## src/rtl/fechadura_pkg.sv

```systemverilog
// rtl/fechadura_pkg.sv - shared types and constants for the door lock controller
package fechadura_pkg;

  localparam int N_DIG_DEF = 20;

  typedef logic [4*N_DIG_DEF-1:0] senha_t;

  localparam senha_t SENHA_VAZIA    = '1;
  localparam senha_t MASTER_DEFAULT = {{(4*N_DIG_DEF-16){1'b1}}, 16'h1234};

  typedef enum logic [2:0] {
    TRANCADA,
    VALIDAR,
    BLOQUEADO,
    NP,
    DESTRANCADA,
    ABERTA,
    BIPANDO,
    SETUP
  } estado_t;

  typedef struct packed {
    logic       bip_en;
    logic [7:0] bip_time;
    logic [7:0] tranca_time;
  } cfg_t;

  localparam cfg_t CFG_DEFAULT = '{bip_en: 1'b1, bip_time: 8'd5, tranca_time: 8'd5};

  // A zero time would expire on the first tick; treat it as one second.
  function automatic logic [7:0] no_zero(input logic [7:0] t);
    return (t == 8'd0) ? 8'd1 : t;
  endfunction

endpackage

```

## src/rtl/fechadura_if.sv

```systemverilog
// rtl/fechadura_if.sv - password entry and setup write bus
interface fechadura_if #(
  parameter int N_SLOTS = 4,
  parameter int N_DIG   = 20
);
  localparam int SW = $clog2(N_SLOTS + 1);

  logic [4*N_DIG-1:0] senha_in;
  logic               senha_valid;
  logic               cfg_we;
  logic [SW-1:0]      cfg_slot;
  logic [4*N_DIG-1:0] cfg_senha;
  logic               cfg_bip_en;
  logic [7:0]         cfg_bip_time;
  logic [7:0]         cfg_tranca_time;
  logic               cfg_done;

  modport master (
    output senha_in, senha_valid, cfg_we, cfg_slot, cfg_senha,
           cfg_bip_en, cfg_bip_time, cfg_tranca_time, cfg_done
  );

  modport slave (
    input senha_in, senha_valid, cfg_we, cfg_slot, cfg_senha,
          cfg_bip_en, cfg_bip_time, cfg_tranca_time, cfg_done
  );
endinterface

```

## src/rtl/fechadura_senha_cmp.sv

```systemverilog
// rtl/fechadura_senha_cmp.sv - parallel compare of one entry against master and user slots
module senha_cmp #(
  parameter int N_SLOTS = 4,
  parameter int N_DIG   = 20
) (
  input  logic [4*N_DIG-1:0] entrada,
  input  logic [4*N_DIG-1:0] master,
  input  logic [4*N_DIG-1:0] slots [N_SLOTS],
  output logic               match_any,
  output logic               match_master
);
  localparam int W = 4 * N_DIG;

  logic               vazia;
  logic [N_SLOTS-1:0] hit;

  // An all-F entry is never a valid password, and an all-F slot is disabled.
  assign vazia = (entrada == {W{1'b1}});

  always_comb begin
    hit = '0;
    for (int i = 0; i < N_SLOTS; i++) begin
      hit[i] = (slots[i] != {W{1'b1}}) && (slots[i] == entrada);
    end
  end

  assign match_master = !vazia && (entrada == master);
  assign match_any    = match_master || (!vazia && (|hit));

endmodule

```

## src/rtl/fechadura_ctrl_n.sv

```systemverilog
// rtl/fechadura_ctrl_n.sv - door lock controller: state machine, timers, password store, lockout
module fechadura_ctrl_n
  import fechadura_pkg::*;
#(
  parameter int N_SLOTS  = 4,
  parameter int N_DIG    = 20,
  parameter int MAX_TENT = 5,
  parameter int T_BLOQ_S = 30,
  parameter int MAX_ESC  = 3,
  parameter int TICKS_S  = 1000
) (
  input  logic                          clk,
  input  logic                          rst,
  input  logic                          sensor_contato,
  input  logic                          botao_interno,
  input  logic                          botao_bloqueio,
  input  logic                          botao_config,
  fechadura_if.slave                    bus,
  output logic                          tranca,
  output logic                          bip,
  output logic                          teclado_en,
  output logic                          display_en,
  output logic                          setup_on,
  output logic                          bloqueado,
  output logic [$clog2(MAX_TENT+1)-1:0] tent_rest
);
  localparam int W     = 4 * N_DIG;
  localparam int SW    = $clog2(N_SLOTS + 1);
  localparam int TW    = $clog2(MAX_TENT + 1);
  localparam int EW    = (MAX_ESC > 0) ? $clog2(MAX_ESC + 1) : 1;
  localparam int PW    = (TICKS_S > 1) ? $clog2(TICKS_S) : 1;
  localparam int SEC_W = 16;

  localparam logic [W-1:0] VAZIA      = {W{SENHA_VAZIA[0]}};
  localparam logic [W-1:0] MASTER_INI = {{(W-16){1'b1}}, MASTER_DEFAULT[15:0]};

  estado_t          state, next;
  logic [W-1:0]     entrada, master;
  logic [W-1:0]     slots [N_SLOTS];
  cfg_t             cfg;
  logic [EW-1:0]    esc;
  logic             flag_cfg;
  logic [PW-1:0]    presc;
  logic [SEC_W-1:0] secs, limit;
  logic             sec_tick, expired, match_any, match_master;

  senha_cmp #(.N_SLOTS(N_SLOTS), .N_DIG(N_DIG)) u_cmp (
    .entrada      (entrada),
    .master       (master),
    .slots        (slots),
    .match_any    (match_any),
    .match_master (match_master)
  );

  assign sec_tick = (presc == PW'(TICKS_S - 1));

  always_comb begin
    limit = '1;
    case (state)
      DESTRANCADA: limit = SEC_W'(cfg.tranca_time);
      ABERTA:      limit = SEC_W'(cfg.bip_time);
      BLOQUEADO:   limit = SEC_W'(T_BLOQ_S) << esc;
      default:     limit = '1;
    endcase
  end

  assign expired = sec_tick && ((secs + SEC_W'(1)) >= limit);

  always_ff @(posedge clk or posedge rst) begin
    if (rst) state <= TRANCADA;
    else     state <= next;
  end

  always_comb begin
    next = state;
    case (state)
      TRANCADA: begin
        if (botao_interno)        next = DESTRANCADA;
        else if (bus.senha_valid) next = VALIDAR;
        else if (botao_bloqueio)  next = NP;
      end
      VALIDAR: begin
        if (match_any)                      next = (flag_cfg && match_master) ? SETUP : DESTRANCADA;
        else if (tent_rest == TW'(1))       next = BLOQUEADO;
        else                                next = TRANCADA;
      end
      BLOQUEADO: begin
        if (botao_interno) next = DESTRANCADA;
        else if (expired)  next = TRANCADA;
      end
      NP: begin
        if (botao_interno)       next = DESTRANCADA;
        else if (botao_bloqueio) next = TRANCADA;
      end
      DESTRANCADA: begin
        if (!sensor_contato) next = ABERTA;
        else if (expired)    next = TRANCADA;
      end
      ABERTA: begin
        if (sensor_contato)             next = DESTRANCADA;
        else if (expired && cfg.bip_en) next = BIPANDO;
      end
      BIPANDO: if (sensor_contato) next = DESTRANCADA;
      SETUP:   if (bus.cfg_done)   next = DESTRANCADA;
      default: next = TRANCADA;
    endcase
  end

  always_comb begin
    tranca     = 1'b1;
    bip        = 1'b0;
    teclado_en = 1'b1;
    display_en = 1'b1;
    setup_on   = 1'b0;
    bloqueado  = 1'b0;
    case (state)
      BLOQUEADO:           begin teclado_en = 1'b0; bloqueado = 1'b1; end
      NP:                  begin teclado_en = 1'b0; display_en = 1'b0; end
      DESTRANCADA, ABERTA: tranca = 1'b0;
      BIPANDO:             begin tranca = 1'b0; bip = 1'b1; end
      SETUP:               begin tranca = 1'b0; setup_on = 1'b1; teclado_en = 1'b0; end
      default:             ;
    endcase
  end

  // Prescaler and seconds counter restart on every state change so each timed state gets whole seconds.
  always_ff @(posedge clk or posedge rst) begin
    if (rst) begin
      presc <= '0;
      secs  <= '0;
    end else if (next != state) begin
      presc <= '0;
      secs  <= '0;
    end else if (sec_tick) begin
      presc <= '0;
      if (secs != '1) secs <= secs + SEC_W'(1);
    end else begin
      presc <= presc + PW'(1);
    end
  end

  always_ff @(posedge clk or posedge rst) begin
    if (rst) begin
      entrada   <= VAZIA;
      tent_rest <= TW'(MAX_TENT);
      esc       <= '0;
      flag_cfg  <= 1'b0;
    end else begin
      if (state == TRANCADA && bus.senha_valid) entrada <= bus.senha_in;
      if (state == TRANCADA && botao_config)    flag_cfg <= 1'b1;
      if (next == SETUP && state != SETUP)      flag_cfg <= 1'b0;
      if (state == VALIDAR) begin
        if (match_any) begin
          tent_rest <= TW'(MAX_TENT);
          esc       <= '0;
        end else begin
          tent_rest <= tent_rest - TW'(1);
        end
      end
      // Any way out of lockout restores the attempts; only the timed exit escalates.
      if (state == BLOQUEADO && next != BLOQUEADO) tent_rest <= TW'(MAX_TENT);
      if (state == BLOQUEADO && next == TRANCADA && esc != EW'(MAX_ESC)) esc <= esc + EW'(1);
    end
  end

  always_ff @(posedge clk or posedge rst) begin
    if (rst) begin
      master <= MASTER_INI;
      cfg    <= CFG_DEFAULT;
      for (int i = 0; i < N_SLOTS; i++) slots[i] <= VAZIA;
    end else if (state == SETUP && bus.cfg_we && bus.cfg_slot <= SW'(N_SLOTS)) begin
      if (bus.cfg_slot == '0 && bus.cfg_senha != VAZIA) master <= bus.cfg_senha;
      for (int i = 0; i < N_SLOTS; i++) begin
        if (bus.cfg_slot == SW'(i + 1)) slots[i] <= bus.cfg_senha;
      end
      cfg <= '{bip_en:      bus.cfg_bip_en,
               bip_time:    no_zero(bus.cfg_bip_time),
               tranca_time: no_zero(bus.cfg_tranca_time)};
    end
  end

endmodule

```

## src/flat_wrapper.sv

```systemverilog
// flat-port wrapper written by rule: the top's interface ports become plain ports
module fechadura_ctrl_n_flat import fechadura_pkg::*;
#(
  parameter int N_SLOTS  = 4,
  parameter int N_DIG    = 20,
  parameter int MAX_TENT = 5,
  parameter int T_BLOQ_S = 30,
  parameter int MAX_ESC  = 3,
  parameter int TICKS_S  = 1000
)
  (clk, rst, sensor_contato, botao_interno, botao_bloqueio, botao_config, tranca, bip, teclado_en, display_en, setup_on, bloqueado, tent_rest, bus_senha_in, bus_senha_valid, bus_cfg_we, bus_cfg_slot, bus_cfg_senha, bus_cfg_bip_en, bus_cfg_bip_time, bus_cfg_tranca_time, bus_cfg_done);
  fechadura_if #(.N_SLOTS(N_SLOTS), .N_DIG(N_DIG)) bus_i ();
  input  logic clk;
  input  logic rst;
  input  logic sensor_contato;
  input  logic botao_interno;
  input  logic botao_bloqueio;
  input  logic botao_config;
  output logic tranca;
  output logic bip;
  output logic teclado_en;
  output logic display_en;
  output logic setup_on;
  output logic bloqueado;
  output logic [$clog2(MAX_TENT+1)-1:0] tent_rest;
  input wire logic [$bits(bus_i.senha_in)-1:0] bus_senha_in;
  input wire logic [$bits(bus_i.senha_valid)-1:0] bus_senha_valid;
  input wire logic [$bits(bus_i.cfg_we)-1:0] bus_cfg_we;
  input wire logic [$bits(bus_i.cfg_slot)-1:0] bus_cfg_slot;
  input wire logic [$bits(bus_i.cfg_senha)-1:0] bus_cfg_senha;
  input wire logic [$bits(bus_i.cfg_bip_en)-1:0] bus_cfg_bip_en;
  input wire logic [$bits(bus_i.cfg_bip_time)-1:0] bus_cfg_bip_time;
  input wire logic [$bits(bus_i.cfg_tranca_time)-1:0] bus_cfg_tranca_time;
  input wire logic [$bits(bus_i.cfg_done)-1:0] bus_cfg_done;
  assign bus_i.senha_in = bus_senha_in;
  assign bus_i.senha_valid = bus_senha_valid;
  assign bus_i.cfg_we = bus_cfg_we;
  assign bus_i.cfg_slot = bus_cfg_slot;
  assign bus_i.cfg_senha = bus_cfg_senha;
  assign bus_i.cfg_bip_en = bus_cfg_bip_en;
  assign bus_i.cfg_bip_time = bus_cfg_bip_time;
  assign bus_i.cfg_tranca_time = bus_cfg_tranca_time;
  assign bus_i.cfg_done = bus_cfg_done;
  fechadura_ctrl_n #(.N_SLOTS(N_SLOTS), .N_DIG(N_DIG), .MAX_TENT(MAX_TENT), .T_BLOQ_S(T_BLOQ_S), .MAX_ESC(MAX_ESC), .TICKS_S(TICKS_S)) u_core (.clk(clk), .rst(rst), .sensor_contato(sensor_contato), .botao_interno(botao_interno), .botao_bloqueio(botao_bloqueio), .botao_config(botao_config), .bus(bus_i), .tranca(tranca), .bip(bip), .teclado_en(teclado_en), .display_en(display_en), .setup_on(setup_on), .bloqueado(bloqueado), .tent_rest(tent_rest));
endmodule
```

## config.mk

```make
export PLATFORM = sky130hd
export DESIGN_NAME = fechadura_ctrl_n_flat
export DESIGN_NICKNAME = d
export VERILOG_FILES = /design/src/rtl/fechadura_pkg.sv /design/src/rtl/fechadura_if.sv /design/src/rtl/fechadura_senha_cmp.sv /design/src/rtl/fechadura_ctrl_n.sv /design/src/flat_wrapper.sv
export SDC_FILE = /design/constraint.sdc
export NUM_CORES = 1
export LEC_CHECK = 0
export ABC_AREA = 1
export BUFFER_PORTS_ARGS = -buffer_cell sky130_fd_sc_hd__buf_2
export CAP_MARGIN = 30
export CORE_AREA = 4 4 217 325
export CTS_BUF_LIST = sky130_fd_sc_hd__clkbuf_2 sky130_fd_sc_hd__clkbuf_4 sky130_fd_sc_hd__clkbuf_8
export CTS_CLUSTER_DIAMETER = 150
export DETAILED_ROUTE_END_ITERATION = 10
export DIE_AREA = 0 0 221 329
export GPL_ROUTABILITY_DRIVEN = 0
export HOLD_SLACK_MARGIN = 0.03
export SLEW_MARGIN = 20
export SYNTH_ARGS = -nofsm -noshare
export SYNTH_HDL_FRONTEND = slang
export SYNTH_SLANG_ARGS = --single-unit
```

## constraint.sdc

```tcl
create_clock -name clk -period 18.8 [get_ports clk]
set_input_delay 3.76 -clock clk [delete_from_list [all_inputs] [get_ports clk]]
set_output_delay 3.76 -clock clk [all_outputs]
set_load 0.05 [all_outputs]
```

* Word-level counts from Yosys, hierarchy flattened
Cells that the tools add are included.
** Storage, ports and cells
- Register bits after elaboration :: 532
- Output and inout bits :: 9
** Cells by class
- Add/subtract/negate cells :: 4
- Magnitude comparators :: 2
- Eq/ne operators :: 30
- Shifts and indexed selects :: 1
- Multiplexer cells :: 38
- Reductions and logical operators :: 41
** Operator list (count)
- $eq 80x80->1 :: 5
- $ne 80x80->1 const B :: 5
- $eq 80x80->1 const B :: 1
- $mux 16 :: 3
- $mux 3 :: 16
- $pmux 16 s3 :: 1
- $pmux 3 s8 :: 1
- $mux 10 :: 2
- $eq 3x3->1 const B :: 6
- $logic_and 1x1->1 :: 18
- $add 16x1->16 const B :: 1
- $ge 16x16->1 :: 1
- $logic_not 8->1 :: 2
- $mux 8 :: 2
- $ne 16x16->1 const B :: 1
- $shl 5x2->16 const A :: 1
- $reduce_and 2->1 :: 7
- $eq 3x2->1 const B :: 4
- $reduce_bool 2->1 :: 6
- $add 10x1->10 const B :: 1
- $eq 10x10->1 const B :: 1
- $mux 2 :: 5
- $eq 3x1->1 const B :: 3
- $logic_not 3->1 :: 3
- 12 further kinds :: 20

* Longest topological paths before layout
- Depth after elaboration :: 13
- Mapped depth :: 26

* By module
Synthesis repeated with hierarchy kept, for this count alone.
** Second synthesis, totals
- Cell total of the unflattened synthesis :: 3399
- Area total of the unflattened synthesis :: 28717.5 um^2
** Modules (own cells, without submodules)
- fechadura_ctrl_n :: instances 1, cells each 2041, area an instance 21463.1 um^2, sequential area each 13908.3 um^2
- senha_cmp :: instances 1, cells each 1358, area an instance 7254.5 um^2, sequential area each 0.0 um^2

* Least setup slack after synthesis
No wires, ideal clock.
- Path kind :: flip-flop to output port
- Start point :: register u_core.state[2]
- End point :: output teclado_en
- Arrival :: 1.914 ns
- Slack :: 13.126 ns
- Cell stages (with the launch flop) :: 4
- Path buffers :: 1
- Path through :: dfrtp_1 -> buf_2 -> inv_1 -> o21ai_0
** On the way
- Word-level cells in the longest chain between the ends :: 3
- Elaborated cells on any way between the ends :: 5
- Those cells by class :: eq/ne (3); mux (1); reduce/logical (1)
** Ends and longest elaborated chain
- from (decl) :: RTL line fechadura_ctrl_n.sv:37 : estado_t state, next;
- from (signal assigned) :: RTL line fechadura_ctrl_n.sv:71 : else state <= next;
- $eq 3x2->1 or $eq 3x3->1 (tied branches) :: RTL line fechadura_ctrl_n.sv:116 : case (state)
- $reduce_or 3->1 (no line) (*)
- $mux 1 (*) :: RTL line fechadura_ctrl_n.sv:116
- to (decl) :: RTL line flat_wrapper.sv:21 : output logic teclado_en;
Mark *: on every way between the ends. The rest lies on a longest branch, timed or not.

* Worst setup path in the final report
- Start point :: input bus_cfg_senha[10]
- End point :: register u_core.master[75]
** On the way
- Word-level cells in the longest chain between the ends :: 3
** Ends and longest elaborated chain
- from (decl) :: RTL line flat_wrapper.sv:30 : input wire logic [$bits(bus_i.cfg_senha)-1:0] bus_cfg_senha;
- $ne 80x80->1 :: RTL line fechadura_ctrl_n.sv:172 : if (bus.cfg_slot == '0 && bus.cfg_senha != VAZIA) master <= bus.cfg_senha;
- $logic_and 1x1->1 :: RTL line fechadura_ctrl_n.sv:172
- $reduce_and 2->1 (no line)
- to (signal assigned) :: RTL line fechadura_ctrl_n.sv:172
- to (decl) :: RTL line fechadura_ctrl_n.sv:38 : logic [W-1:0] entrada, master;
Every way passes these cells.
A chain may end at the register's enable or synchronous reset.

==> results list <==
* Pin count of the biggest net entering global routing: 167
* All-Layer GR Usage: 31.6%
- Number of remaining DRC errors: 0
* Pwr dens: 82.8 nW/um^2
* Total routed wirelength: 117000 um
- Final worst path period share: 34.5%
- Adding up every negative setup slack in the final design gives 0 ps.
- Maximum buffer depth of the clock tree: 3
- Global-route wire length before repair: 170000 um
- In this run, post-CTS hold repair placed 0 buffers.
- Initial standard-cell utilization of the core: 44.7%
- Global routing usage on met1: 36.7%
* Post CTS Setup Buffer Count: 0
- Among all flip-flop cells after synthesis, the most frequent one is sky130_fd_sc_hd__dfstp_2.
- Critical Path, Cell by Cell: buf_2 -> inv_1 -> nor4_1 -> nand4_1 -> o41ai_4 -> buf_4 -> buf_4 -> nand2_1 -> o21ai_0
- Max stage delay cell, worst path: sky130_fd_sc_hd__nor4_1
- During I/O placement, the number of pins put on the boundary was 198.
- STA puts the critical path data arrival time at 7100 ps.
* TritonCTS clock tree: built
* DP Wirelength: 89900 um
* Clock Skews: 25.1 ps
- Global routing used 5.62% of the available met3 tracks.
* Utilization of the core after routing: 49.7%
* Quantity of I/O buffers inserted on ports: 197
- In the synthesized netlist, the number of instances is 3751.
- The clock reaches the later pin of the worst-skew pair after 720 ps.
* Placed Instance Area: 31500 um^2
- Via count of the first global-routing pass: 25300
- After Yosys synthesis, full adders, half adders and majority gates account for 0.992% of the synthesized area.
- For the pin with the worst max-slew slack, the measured transition is 1100 ps.
- The number of hold-slack violations in the final timing report is 0.
- The number of buffers and inverters on the critical path is 4.
* Share of synthesized area occupied by flip-flops and latches: 46.0%
- After Yosys synthesis, XOR and XNOR cells account for 11.2% of the synthesized area.
- Count of nets after finishing: 4081
- The H-tree was split into 3 levels.
- Distinct cells, synth: 54
* Die Span X: 221 um
- Vias: 26100
* Y dimension of the die: 329 um
* Register bit total from synthesis: 532
- The synthesized netlist devotes 8.99% of its cell area to compound gates.
- The average instance in the mapped netlist occupies 8.07 um^2.
* Simple-gate portion of the synthesized area: 24.3%
- After detailed routing, the number of vias per cell comes to 5.39.
* Layout-stage area growth over the synthesis result: 11.1%
- Final std cell area, no fill: 33600 um^2
* Proportion of layout cells with a drive suffix above 1: 24.8%
- Die Outline Area: 72700 um^2
- Counting every net in the synthesized netlist gives 3964.
- Yosys Warn Count: 0
- Worst setup path class: in2reg
- Antenna-violating nets left: 0
- In this run, synthesis inferred 0 flip-flops with an integrated enable.
- Least setup slack across all paths after layout: 12320 ps
* Class of the tightest hold or removal check: reg2reg
- For this design the static power due to leakage is 13.8 nW.
- Multiplexer area fraction after synthesis: 1.40%
- Slowest cell delay on critical path: 750 ps
* Sequential cell area in the final layout: 13900 um^2
- RSZ-0062 raised after global routing: no
- Required time at the worst-slack endpoint: 19420 ps
- Number of buffers created by CTS: 87
- Clock slew at the register clock pins of the worst setup and hold paths: 70 ps
- Setup violations remaining at the end of the flow were counted as 0.
- The tool flagged a number of max-cap violations equal to 0.
- The detailed router finished its first iteration with 2848 violations.
- After clock tree synthesis, the repair step resized 0 gates.
- Clock tree synthesis found a total of 532 sinks.
- The floorplan step defined a core boundary enclosing 67600 um^2.
* Relative max-transition margin: 25.8%
- CTS placed an instance of sky130_fd_sc_hd__clkbuf_8 at the clock tree root.
- The initial antenna violation count is 2.
* First-pass DRT Iterations: 8
* Global route overflow: 0
* Library cell appearing most often on the critical path: sky130_fd_sc_hd__buf_4
- The max-slew violation count is 0.
* Fill cell count: 6814
- Grouping stages by cell kind, the critical path spends the most delay in simple AND/OR/NAND/NOR gates.
- The floorplan has 117 rows.
- The worst setup path is launched from an input pin.
- After synthesis, the largest family of logic cells by area is simple AND/OR/NAND/NOR gates.
- The flow ran to the end, and the final reports show no timing, DRC or antenna violations.
- Type of destination of the critical path: flip-flop
- Timing analysis after detailed placement gives a worst setup slack of 11620 ps.
- In the final routed layout, each cell accounts on average for 24.3 um.
- M2 GR Usage: 51.9%
- Routing layer with the top usage in global route: met2
* Share of flip-flops with an asynchronous set or reset: 100%
* Highest net fanout along the worst path: 60
- The mapped netlist covers 30300 um^2.
- Final critical delay including setup and external delays: 6480 ps
- Maximum clock frequency: 154 MHz
- IR analysis of the VDD net gives a maximum drop of 0.0512 mV.
* Area taken by multi-input logic gates: 14200 um^2
## layout make-up
cell class,instances,area share (%)
inverter,306,3.44
timing repair buffer,212,3.34
clock inverter,22,0.870
sequential,532,41.3
clock buffer,141,5.34
tap,892,3.32
multi-input combinational,2729,42.3
antenna,2,0.0149
## cells in the final DEF (no fill, tap or decap), types with 4 or more instances in the layout
| master | instances |
|---|---|
| sky130_fd_sc_hd__nand2_1 | 1102 |
| sky130_fd_sc_hd__dfstp_2 | 476 |
| sky130_fd_sc_hd__o21ai_0 | 431 |
| sky130_fd_sc_hd__nor2_1 | 384 |
| sky130_fd_sc_hd__xnor2_1 | 292 |
| sky130_fd_sc_hd__inv_1 | 275 |
| sky130_fd_sc_hd__buf_2 | 197 |
| sky130_fd_sc_hd__clkbuf_8 | 118 |
| sky130_fd_sc_hd__nand4_1 | 105 |
| sky130_fd_sc_hd__xor2_1 | 94 |
| sky130_fd_sc_hd__a21oi_1 | 68 |
| sky130_fd_sc_hd__dfrtp_1 | 56 |
| sky130_fd_sc_hd__nand3_1 | 45 |
| sky130_fd_sc_hd__mux2_2 | 34 |
| sky130_fd_sc_hd__inv_2 | 28 |
| sky130_fd_sc_hd__ha_1 | 24 |
| sky130_fd_sc_hd__clkbuf_4 | 24 |
| sky130_fd_sc_hd__nor2_4 | 20 |
| sky130_fd_sc_hd__nor3_1 | 17 |
| sky130_fd_sc_hd__nor4_1 | 15 |
| sky130_fd_sc_hd__clkinv_2 | 12 |
| sky130_fd_sc_hd__buf_4 | 12 |
| sky130_fd_sc_hd__and2_1 | 11 |
| sky130_fd_sc_hd__nand2_4 | 7 |
| sky130_fd_sc_hd__nor2_2 | 7 |
| sky130_fd_sc_hd__bufinv_16 | 7 |
| sky130_fd_sc_hd__nor3_2 | 6 |
| sky130_fd_sc_hd__nand3_2 | 6 |
| sky130_fd_sc_hd__nand2_2 | 6 |
| sky130_fd_sc_hd__nand3b_1 | 5 |
| sky130_fd_sc_hd__or2_1 | 5 |
| sky130_fd_sc_hd__a211oi_1 | 5 |
| sky130_fd_sc_hd__o22ai_1 | 4 |
| sky130_fd_sc_hd__o21ai_1 | 4 |
| sky130_fd_sc_hd__o211ai_1 | 4 |
| sky130_fd_sc_hd__mux2i_1 | 4 |
## power by group
group	internal [mW]	switching, mW	leakage (nW)	total, mW
Combinational	0.0893	0.177	7.00	0.266
Clock	0.702	0.505	1.10	1.21
Sequential	1.24	0.0674	5.69	1.31
## cells by family after synthesis
kind of cell             after synthesis
buffers and inverters                490
flip-flops                           532
AO/OA/AOI/OAI                        528
multiplexers                          38
XOR/XNOR                             386
adder cells (fa/ha/maj)               24
AND/OR/NAND/NOR                     1753
## registers in the layout, indices dropped and copies added (netlist names)
name / flops
u_core.tent_rest: 3
u_core.entrada: 80
u_core.master: 80
u_core.secs: 16
u_core.esc: 2
u_core.state: 3
u_core.cfg: 17
u_core.slots: 320
u_core.flag_cfg: 1
u_core.presc: 10
## cell usage after synthesis, types with 7 or more instances
| master | number | area, um^2 |
|---|---|---|
| sky130_fd_sc_hd__dfstp_2 | 476 | 12500 |
| sky130_fd_sc_hd__nand4_1 | 105 | 657 |
| sky130_fd_sc_hd__clkbuf_1 | 79 | 297 |
| sky130_fd_sc_hd__ha_1 | 24 | 300 |
| sky130_fd_sc_hd__o21ai_0 | 431 | 2160 |
| sky130_fd_sc_hd__dfrtp_1 | 56 | 1400 |
| sky130_fd_sc_hd__nand3_1 | 45 | 225 |
| sky130_fd_sc_hd__a21oi_1 | 68 | 340 |
| sky130_fd_sc_hd__and2_1 | 11 | 68.8 |
| sky130_fd_sc_hd__nor4_1 | 17 | 106 |
| sky130_fd_sc_hd__inv_2 | 28 | 105 |
| sky130_fd_sc_hd__xnor2_1 | 292 | 2560 |
| sky130_fd_sc_hd__buf_2 | 29 | 145 |
| sky130_fd_sc_hd__inv_1 | 276 | 1040 |
| sky130_fd_sc_hd__nand2_1 | 1107 | 4160 |
| sky130_fd_sc_hd__nor3_1 | 17 | 85.1 |
| sky130_fd_sc_hd__xor2_1 | 94 | 823 |
| sky130_fd_sc_hd__nor2_2 | 7 | 43.8 |
| sky130_fd_sc_hd__mux2_2 | 34 | 383 |
| sky130_fd_sc_hd__buf_4 | 68 | 510 |
| sky130_fd_sc_hd__nor2_4 | 20 | 225 |
| sky130_fd_sc_hd__nor2_1 | 384 | 1440 |
## worst register-to-register path: stages (launching register included)
cell and delay (ps):
sky130_fd_sc_hd__dfrtp_1 500, sky130_fd_sc_hd__inv_4 90, sky130_fd_sc_hd__nor2_1 120, sky130_fd_sc_hd__inv_2 60, sky130_fd_sc_hd__nor2_2 350, sky130_fd_sc_hd__inv_1 210, sky130_fd_sc_hd__nand2_1 430, sky130_fd_sc_hd__o21ai_0 180
sky130_fd_sc_hd__a221oi_1 280, sky130_fd_sc_hd__ha_1 300, sky130_fd_sc_hd__a21oi_1 160, sky130_fd_sc_hd__o21ai_0 120, sky130_fd_sc_hd__nand2_1 80, sky130_fd_sc_hd__nand2_1 50, sky130_fd_sc_hd__nand2_1 50, sky130_fd_sc_hd__nand3_1 130
sky130_fd_sc_hd__nand3_1 120, sky130_fd_sc_hd__nand2_1 70, sky130_fd_sc_hd__nand3_2 80, sky130_fd_sc_hd__nand2_2 60, sky130_fd_sc_hd__inv_2 70, sky130_fd_sc_hd__nand2_1 40, sky130_fd_sc_hd__nand2_1 110, sky130_fd_sc_hd__a21oi_4 50
sky130_fd_sc_hd__nand2_4 500, sky130_fd_sc_hd__nor2_1 120
## per-stage QoR
| stage | total power [mW] | hold WS (ps) | std cells |
|---|---|---|---|
| after floorplan | 1.46 | 448 | 3751 |
| after global placement | 1.58 | 465 | 4669 |
| after detailed placement | 1.59 | 465 | 4670 |
| after CTS | 2.80 | 476 | 4833 |
| after global routing | 2.88 | 501 | 4835 |
| final | 2.78 | 475 | 4836 |
## final timing paths
| kind | from | endpoint | slack, ps | cells past startpoint |
|---|---|---|---|---|
| worst max-delay path | bus_cfg_senha[10] | u_core.master[75] | 12320 | 9 |
| worst min-delay path | u_core.cfg[16] | u_core.cfg[16] | 480 | 2 |
| worst max register to register | u_core.state[1] | u_core.presc[2] | 14310 | 25 |
| worst min register to register | u_core.cfg[16] | u_core.cfg[16] | 480 | 2 |
| max in group asynchronous | rst | u_core.master[0] | 12910 | 5 |
| min in group asynchronous | rst | u_core.master[8] | 3300 | 2 |
## layer usage
metal / vias up / wire length, um
li1: 12100 / -
met1: 12400 / 43100
met2: 1200 / 55000
met3: 331 / 8270
met4: 0 / 11000
met5: - / 0
Power figures use the tool's default switching activity.
